==> src/rtl/aes_ctr_seq.sv <==
// rtl/aes_ctr_seq.sv - constant-time slice-serial AES CTR counter sequencer
module aes_ctr_seq #(
  parameter int SliceSize = 16,
  parameter int NumSlices = 8
) (
  input  logic                            clk_i,
  input  logic                            rst_ni,
  input  logic                            ctr_load_i,
  input  logic [SliceSize*NumSlices-1:0]  ctr_load_data_i,
  input  logic                            incr_req_i,
  output logic                            incr_ready_o,
  output logic                            incr_done_o,
  output logic                            ctr_wrap_o,
  output logic [SliceSize*NumSlices-1:0]  ctr_o,
  output logic [$clog2(NumSlices)-1:0]    ctr_slice_idx_o,
  output logic                            busy_o,
  input  logic                            mr_err_i,
  output logic                            alert_o
);

  localparam int IdxW = $clog2(NumSlices);

  // Pairwise Hamming distance >= 3 so a single upset never lands on another valid state.
  typedef enum logic [5:0] {
    ST_IDLE  = 6'b001110,
    ST_INCR  = 6'b110101,
    ST_ERROR = 6'b101000
  } state_e;

  state_e                              state_q;
  logic [NumSlices-1:0][SliceSize-1:0] ctr_q;
  logic [IdxW-1:0]                     idx_q;
  logic                                carry_q;
  logic                                done_q;
  logic                                wrap_q;

  logic [SliceSize:0] slice_sum;
  logic               last_slice;
  logic               is_idle;
  logic               is_incr;

  // Shared adder: the slice under the cursor plus the carry rippled in from the previous cycle.
  always_comb begin
    slice_sum = {1'b0, ctr_q[idx_q]} + {{SliceSize{1'b0}}, carry_q};
  end

  assign last_slice = (idx_q == IdxW'(NumSlices - 1));
  assign is_idle    = (state_q == ST_IDLE);
  assign is_incr    = (state_q == ST_INCR);

  // Sequencer FSM and counter storage; every slice is swept even once the carry has died out.
  always_ff @(posedge clk_i or negedge rst_ni) begin
    if (!rst_ni) begin
      state_q <= ST_IDLE;
      ctr_q   <= '0;
      idx_q   <= '0;
      carry_q <= 1'b0;
      done_q  <= 1'b0;
      wrap_q  <= 1'b0;
    end else begin
      done_q <= 1'b0;
      wrap_q <= 1'b0;
      case (state_q)
        ST_IDLE: begin
          if (mr_err_i) begin
            state_q <= ST_ERROR;
          end else if (ctr_load_i) begin
            ctr_q <= ctr_load_data_i;
          end else if (incr_req_i) begin
            state_q <= ST_INCR;
            carry_q <= 1'b1;
            idx_q   <= '0;
          end
        end
        ST_INCR: begin
          // A load mid-sweep would tear the counter, so it is treated as fatal.
          if (mr_err_i || ctr_load_i) begin
            state_q <= ST_ERROR;
          end else begin
            ctr_q[idx_q] <= slice_sum[SliceSize-1:0];
            carry_q      <= slice_sum[SliceSize];
            idx_q        <= idx_q + IdxW'(1);
            if (last_slice) begin
              state_q <= ST_IDLE;
              done_q  <= 1'b1;
              wrap_q  <= slice_sum[SliceSize];
            end
          end
        end
        // ERROR and every invalid encoding collapse into the terminal error state.
        default: begin
          state_q <= ST_ERROR;
        end
      endcase
    end
  end

  assign incr_ready_o    = is_idle & ~ctr_load_i;
  assign busy_o          = is_incr;
  assign alert_o         = ~is_idle & ~is_incr;
  assign incr_done_o     = done_q;
  assign ctr_wrap_o      = wrap_q;
  assign ctr_o           = ctr_q;
  assign ctr_slice_idx_o = idx_q;

endmodule

==> config.mk <==
export PLATFORM = sky130hd
export DESIGN_NAME = aes_ctr_seq
export DESIGN_NICKNAME = d
export VERILOG_FILES = /design/src/rtl/aes_ctr_seq.sv
export SDC_FILE = /design/constraint.sdc
export NUM_CORES = 1
export LEC_CHECK = 0
export CAP_MARGIN = 20
export CELL_PAD_IN_SITES_DETAIL_PLACEMENT = 0
export CELL_PAD_IN_SITES_GLOBAL_PLACEMENT = 1
export CORE_MARGIN = 2
export CORE_UTILIZATION = 34
export DETAILED_ROUTE_END_ITERATION = 6
export GPL_ROUTABILITY_DRIVEN = 0
export PLACE_DENSITY_LB_ADDON = 0.1
export SLEW_MARGIN = 20
export SYNTH_ARGS = -nofsm -noshare
export SYNTH_HDL_FRONTEND = slang
export SYNTH_SLANG_ARGS = --single-unit
==> constraint.sdc <==
create_clock -name clk_i -period 4.48 [get_ports clk_i]
set_input_delay 0.672 -clock clk_i [delete_from_list [all_inputs] [get_ports clk_i]]
set_output_delay 0.672 -clock clk_i [all_outputs]
set_load 0.03 [all_outputs]
* After elaboration in Yosys (flattened, before gate mapping) *
Cells that the tools add are included.

word-level totals
  logic and storage cells = 70
  input port bits = 133
  register bits = 140

operators by class
  $add $sub $neg = 2
  bitwise gates (word level) = 5
  order comparisons = 2
  reductions and logical operators = 6
  multiplexer cells = 31
  eq/ne operators = 11

operator list
  kind                                                                                  count
  128-bit two-way mux                                                                   3
  128-bit one-hot mux with 2 select lines                                               1
  128-bit bitwise mux                                                                   1
  16-bit binary-select mux with 3-bit select                                            1
  16-bit demux with 3-bit select                                                        1
  16-bit two-way mux                                                                    2
  6-bit two-way mux                                                                     5
  16-bit by 1-bit adder with 17-bit output                                              1
  3-bit two-way mux                                                                     4
  6-bit one-hot mux with 2 select lines                                                 1
  1-bit two-way mux                                                                     10
  2-bit inequality test (second input constant)                                         5
  6-bit by 4-bit equality test with 1-bit output (second input constant)                1
  6-bit equality test (second input constant)                                           1
  3-bit inequality test (second input constant)                                         2
  3-bit one-hot mux with 2 select lines                                                 1
  5-bit AND reduction                                                                   1
  3-bit by 4-bit < comparator with 1-bit output (second input constant)                 1
  4-bit AND reduction                                                                   1
  3-bit by 1-bit adder with 3-bit output (second input constant)                        1
  3-bit equality test (second input constant)                                           1
  3-bit by 1-bit greater-or-equal comparator with 1-bit output (second input constant)  1
  3-bit by 2-bit inequality test with 1-bit output (second input constant)              1
  1-bit inverter                                                                        3
  6 further kinds                                                                       7

* Logic depth before layout (Yosys ltp) *
  word-level depth = 7
  mapped depth = 15

* Least setup slack after synthesis *
No wires, ideal clock.

  path type = register to register
  start = register idx_q[0], in the netlist ctr_slice_idx_o[0]
  end = register ctr_q (netlist bit ctr_o[110])
  setup slack = 1.035 ns
  clock period less this slack = 3.445 ns
  cell stages (with the launch flop) = 16
  library setup time = 0.139 ns
  arrival = 3.306 ns
  required time = 4.341 ns
  cell sequence = dfrtp_1 -> buf_6 -> buf_6 -> buf_6 -> buf_4 -> clkbuf_1 -> and3_1 -> a22oi_1 -> nand4_1 -> ha_1 -> nand2_1 -> or4_1 -> buf_2 -> nor3_2 -> xor2_1 -> o21ai_0

on the way
  cells in the longest elaborated chain, start to end = 7
  elaborated cells on any way between the ends = 11

RTL lines
  item                                                                                              RTL line  source
  from (decl)                                                                                       32        logic [IdxW-1:0] idx_q;
  from (signal assigned)                                                                            82        idx_q <= idx_q + IdxW'(1);
  parallel branches: the longest is 4 deep, another holds 16-bit by 1-bit adder with 17-bit output  n/a
  128-bit bitwise mux *                                                                             80        ctr_q[idx_q] <= slice_sum[SliceSize-1:0];
  128-bit two-way mux *                                                                             77        if (mr_err_i || ctr_load_i) begin
  128-bit one-hot mux with 2 select lines *                                                         63        case (state_q)
  to (signal assigned)                                                                              68        ctr_q <= ctr_load_data_i;
  to (signal, indexed assignment)                                                                   80
  to (decl)                                                                                         31        logic [NumSlices-1:0][SliceSize-1:0] ctr_q;

Every way passes the cells marked *. The select of a mux whose other input is x is not followed.
A chain may end at the register's enable or synchronous reset.

* Worst setup path in the final report *
  start = register idx_q[1], in the netlist ctr_slice_idx_o[1]
  end = register ctr_q (netlist bit ctr_o[14])

The elaborated chain is that of the path after synthesis.

==> impl_metrics.tcl <==
set metrics [dict create \
    synthToLayoutAreaGrowth_pct 49.5 \
    postPlaceCellArea_sq_um 10200 \
    cts_hold_buf 0 \
    skew_ns 0.0130 \
    drt_iter0_markers 582 \
    postCtsResizedCells 0 \
    worstSkewPairLatency_ns 0.43 \
    row_count 53 \
    status "finished, final reports clean" \
    leakage_nw 4.33 \
    vias 7361 \
    synth_area_per_cell_sq_um 10.4 \
    power_density_nw_per_um2 266 \
    synth_fa_ha_area_share_pct 0.694 \
    relSlewSlack_pct 33.9 \
    r2r_slack_ns 0.65 \
    drv_cap 0 \
    grt_pass1_wl_microns 45900 \
    post_cts_buffers 0 \
    first_pass_iters 7 \
    tns_ns 0 \
    grt_overflow 0 \
    synthesis.nets 829 \
    dieArea_sq_um 22400 \
    post-dp-hpwl_microns 22000 \
    synth_xor_area_share_pct 1.80 \
    r2r_cells 10 \
    grtUsageTotal_pct 27.3 \
    crit_chain "nor2_1, and2_1, a22oi_1, nand4_1, ha_1, nand2_1, or4_1, nor3_2, xor2_1, o21ai_0" \
    fp.dieW_microns 150 \
    fmax_ghz 0.261 \
    synth_top_family_by_area "compound AO/OA/AOI/OAI gates" \
    wire_per_inst_microns 24.5 \
    crit_slowest_cell "dfrtp_2" \
    maxSlewViolCount 0 \
    rsz0062_at_grt "false" \
    viasPerCell 5.94 \
    ys_warn_count 0 \
    crit_path_end_kind "register" \
    synthCells 692 \
    final_layout_size_suffix_gt1_share_pct 7.15 \
    final_nets 1092 \
    yosysUniqueCellTypes 51 \
    setup_slack_ns 0.653 \
    rr_endpoint "ctr_o[14]" \
    ys_ff_latch 139 \
    fin_area_sq_um 10800 \
    cts_root_buf "clkbuf_16" \
    setup_viol 0 \
    synth-simple-area-share_pct 9.45 \
    ys.flop_type "dfrtp_1" \
    fin_crit_ns 3.83 \
    place_ws_ns 0.759 \
    cts_buffers 17 \
    start_util_pct 34.4 \
    crit_arrival_ns 4.09 \
    hold_path.class "input port to async pin" \
    utilization_pct 51.5 \
    tritoncts "done" \
    synth_edf_count 0 \
    synth-compound-area-share_pct 26.1 \
    worstSetupStartpointType "register" \
    slowest_delay_ns 0.67 \
    synth_area_sq_um 7210 \
    crit_required_ns 4.75 \
    drc 0 \
    muxShareOfSynthArea_pct 10.3 \
    pin_count 269 \
    cts_max_level 4 \
    grt_max_degree 105 \
    core_area_sq_um 21000 \
    antenna_found_initial 0 \
    crit_fanout 32 \
    diodes 0 \
    fp.dieH_microns 150 \
    cp-startpoint "ctr_slice_idx_o[1]" \
    async_reset_ff_share_pct 100 \
    r2r-start "ctr_slice_idx_o[1]" \
    ant_nets 0 \
    final-hold-violation-count 0 \
    clock_path_buffers 2 \
    vdd_drop_max_uv 215 \
    clk_pin_slew_worst_paths_ns 0.06 \
    grt_pass1_vias 7757 \
    routed_wl_microns 30400 \
    post-route-period-util_pct 85.4 \
    cts_sinks 139 \
    port_buffers 268 \
    yosysSeqAreaShare_pct 48.3 \
    setup.worst_path.class "register to register" \
    tightest_slew_ns 0.991 \
]
## through the flow
stage	power, mW	instances	hold slack (ns)
floorplan	1.33	692	0.376
global placement	1.51	1211	0.503
detailed placement	1.51	1211	0.497
CTS	2.87	1240	0.411
global route	2.94	1240	0.446
finish	2.87	1240	0.343
## per-layer routing
layer / share of wire, % / routed length, microns / track usage (%) / up-vias
li1: - / - / - / 3205
met2: 47 / 14300 / 43.7 / 443
met1: 41 / 12400 / 35.5 / 3641
met5: 0 / 0 / 0 / -
met4: 4.0 / 1220 / 12.6 / 0
met3: 8.1 / 2450 / 5.76 / 72
## layout make-up
cell class	count	area, sq um
Inverter	7	26.3
Timing Repair Buffer	291	2870
Sequential cell	139	3480
Clock inverter	7	92.6
Tap cell	275	344
Fill cell	1887	10200
Clock buffer	22	474
Multi-Input combinational cell	499	3500
## cells in the mapped netlist (2+ instances only)
| cell type | count | share of area [%] |
|---|---|---|
| nor2_1 | 29 | 1.5 |
| o21ai_0 | 122 | 8.5 |
| nand3_1 | 7 | 0.49 |
| dfstp_2 | 3 | 1.1 |
| nand3b_1 | 2 | 0.21 |
| a32oi_1 | 3 | 0.36 |
| a2bb2oi_1 | 7 | 0.85 |
| o21ai_1 | 3 | 0.21 |
| inv_1 | 7 | 0.36 |
| buf_4 | 2 | 0.21 |
| nand4_1 | 2 | 0.17 |
| xor2_1 | 9 | 1.1 |
| nand2_1 | 74 | 3.9 |
| nor4bb_1 | 2 | 0.28 |
| ha_1 | 4 | 0.69 |
| a22o_1 | 4 | 0.49 |
| o31ai_1 | 3 | 0.31 |
| clkbuf_1 | 34 | 1.8 |
| nor3_2 | 2 | 0.28 |
| dfrtp_1 | 136 | 47 |
| mux4_1 | 19 | 6.9 |
| nor2b_1 | 3 | 0.26 |
| mux4_2 | 3 | 0.94 |
| o32ai_1 | 8 | 0.97 |
| mux2i_1 | 14 | 1.9 |
| nand2b_1 | 3 | 0.26 |
| a31oi_1 | 9 | 0.78 |
| xnor2_1 | 4 | 0.49 |
| and2_1 | 5 | 0.43 |
| a221oi_1 | 2 | 0.24 |
| and3_1 | 2 | 0.17 |
| buf_2 | 3 | 0.21 |
| a22oi_1 | 110 | 11 |
| a21oi_1 | 11 | 0.76 |
| buf_1 | 4 | 0.21 |
| or3_1 | 4 | 0.35 |
| mux2_2 | 3 | 0.47 |
| nor3_1 | 8 | 0.55 |
| buf_6 | 4 | 0.62 |
| o22ai_1 | 7 | 0.61 |
## registers in the layout, indices dropped and copies added (netlist names)
register,count
ctr_slice_idx_o,3
ctr_o,128
ctr_wrap_o,1
carry_q,1
incr_done_o,1
state_q,5
## how the worst max path moves through the flow
stage	endpoint	slack (ns)
5_1_grt	ctr_o[14]	0.38
3_5_place_dp	ctr_o[14]	0.76
2_1_floorplan	ctr_o[110]	1.04
6_report	ctr_o[14]	0.65
4_1_cts	ctr_o[14]	0.74
3_3_place_gp	carry_q	0.82
## worst max-delay path, delay by kind of cell, from the launching register on
kind	cells	cell delay (ns)
and+or+nand+nor	6	1.93
DFF	1	0.67
xor gates and xnor gates	1	0.56
AOI/OAI and AO/OA	2	0.34
adders and majority gates	1	0.16
## placed cells by master, fill, tap and decap left out, types with 8 or more instances in the layout
| cell type | count |
|---|---|
| dfrtp_1 | 134 |
| nor2_1 | 28 |
| a22oi_1 | 110 |
| o21ai_0 | 115 |
| nand2_1 | 73 |
| clkdlybuf4s50_1 | 267 |
| o32ai_1 | 8 |
| clkbuf_16 | 17 |
| mux2i_1 | 14 |
| buf_4 | 22 |
| a21oi_1 | 11 |
| o21ai_1 | 10 |
| a31oi_1 | 9 |
| mux4_1 | 19 |
| nor3_1 | 8 |
| xor2_1 | 9 |
## logic make-up after synthesis
group / after synthesis
adders and majority gates: 4
DFF: 139
xor gates and xnor gates: 14
buffers and inverters: 54
muxes: 39
and+or+nand+nor: 148
AOI/OAI and AO/OA: 294
## power by group
group          internal, mW  total [mW]  switching (mW)  leakage (nW)
clock                 0.852        1.38           0.531         0.270
sequential             1.26        1.27         0.00868          1.91
combinational         0.129       0.212          0.0830          2.14
total                  2.24        2.87           0.622          4.33
Note: power is estimated with default switching activity, not from simulation.
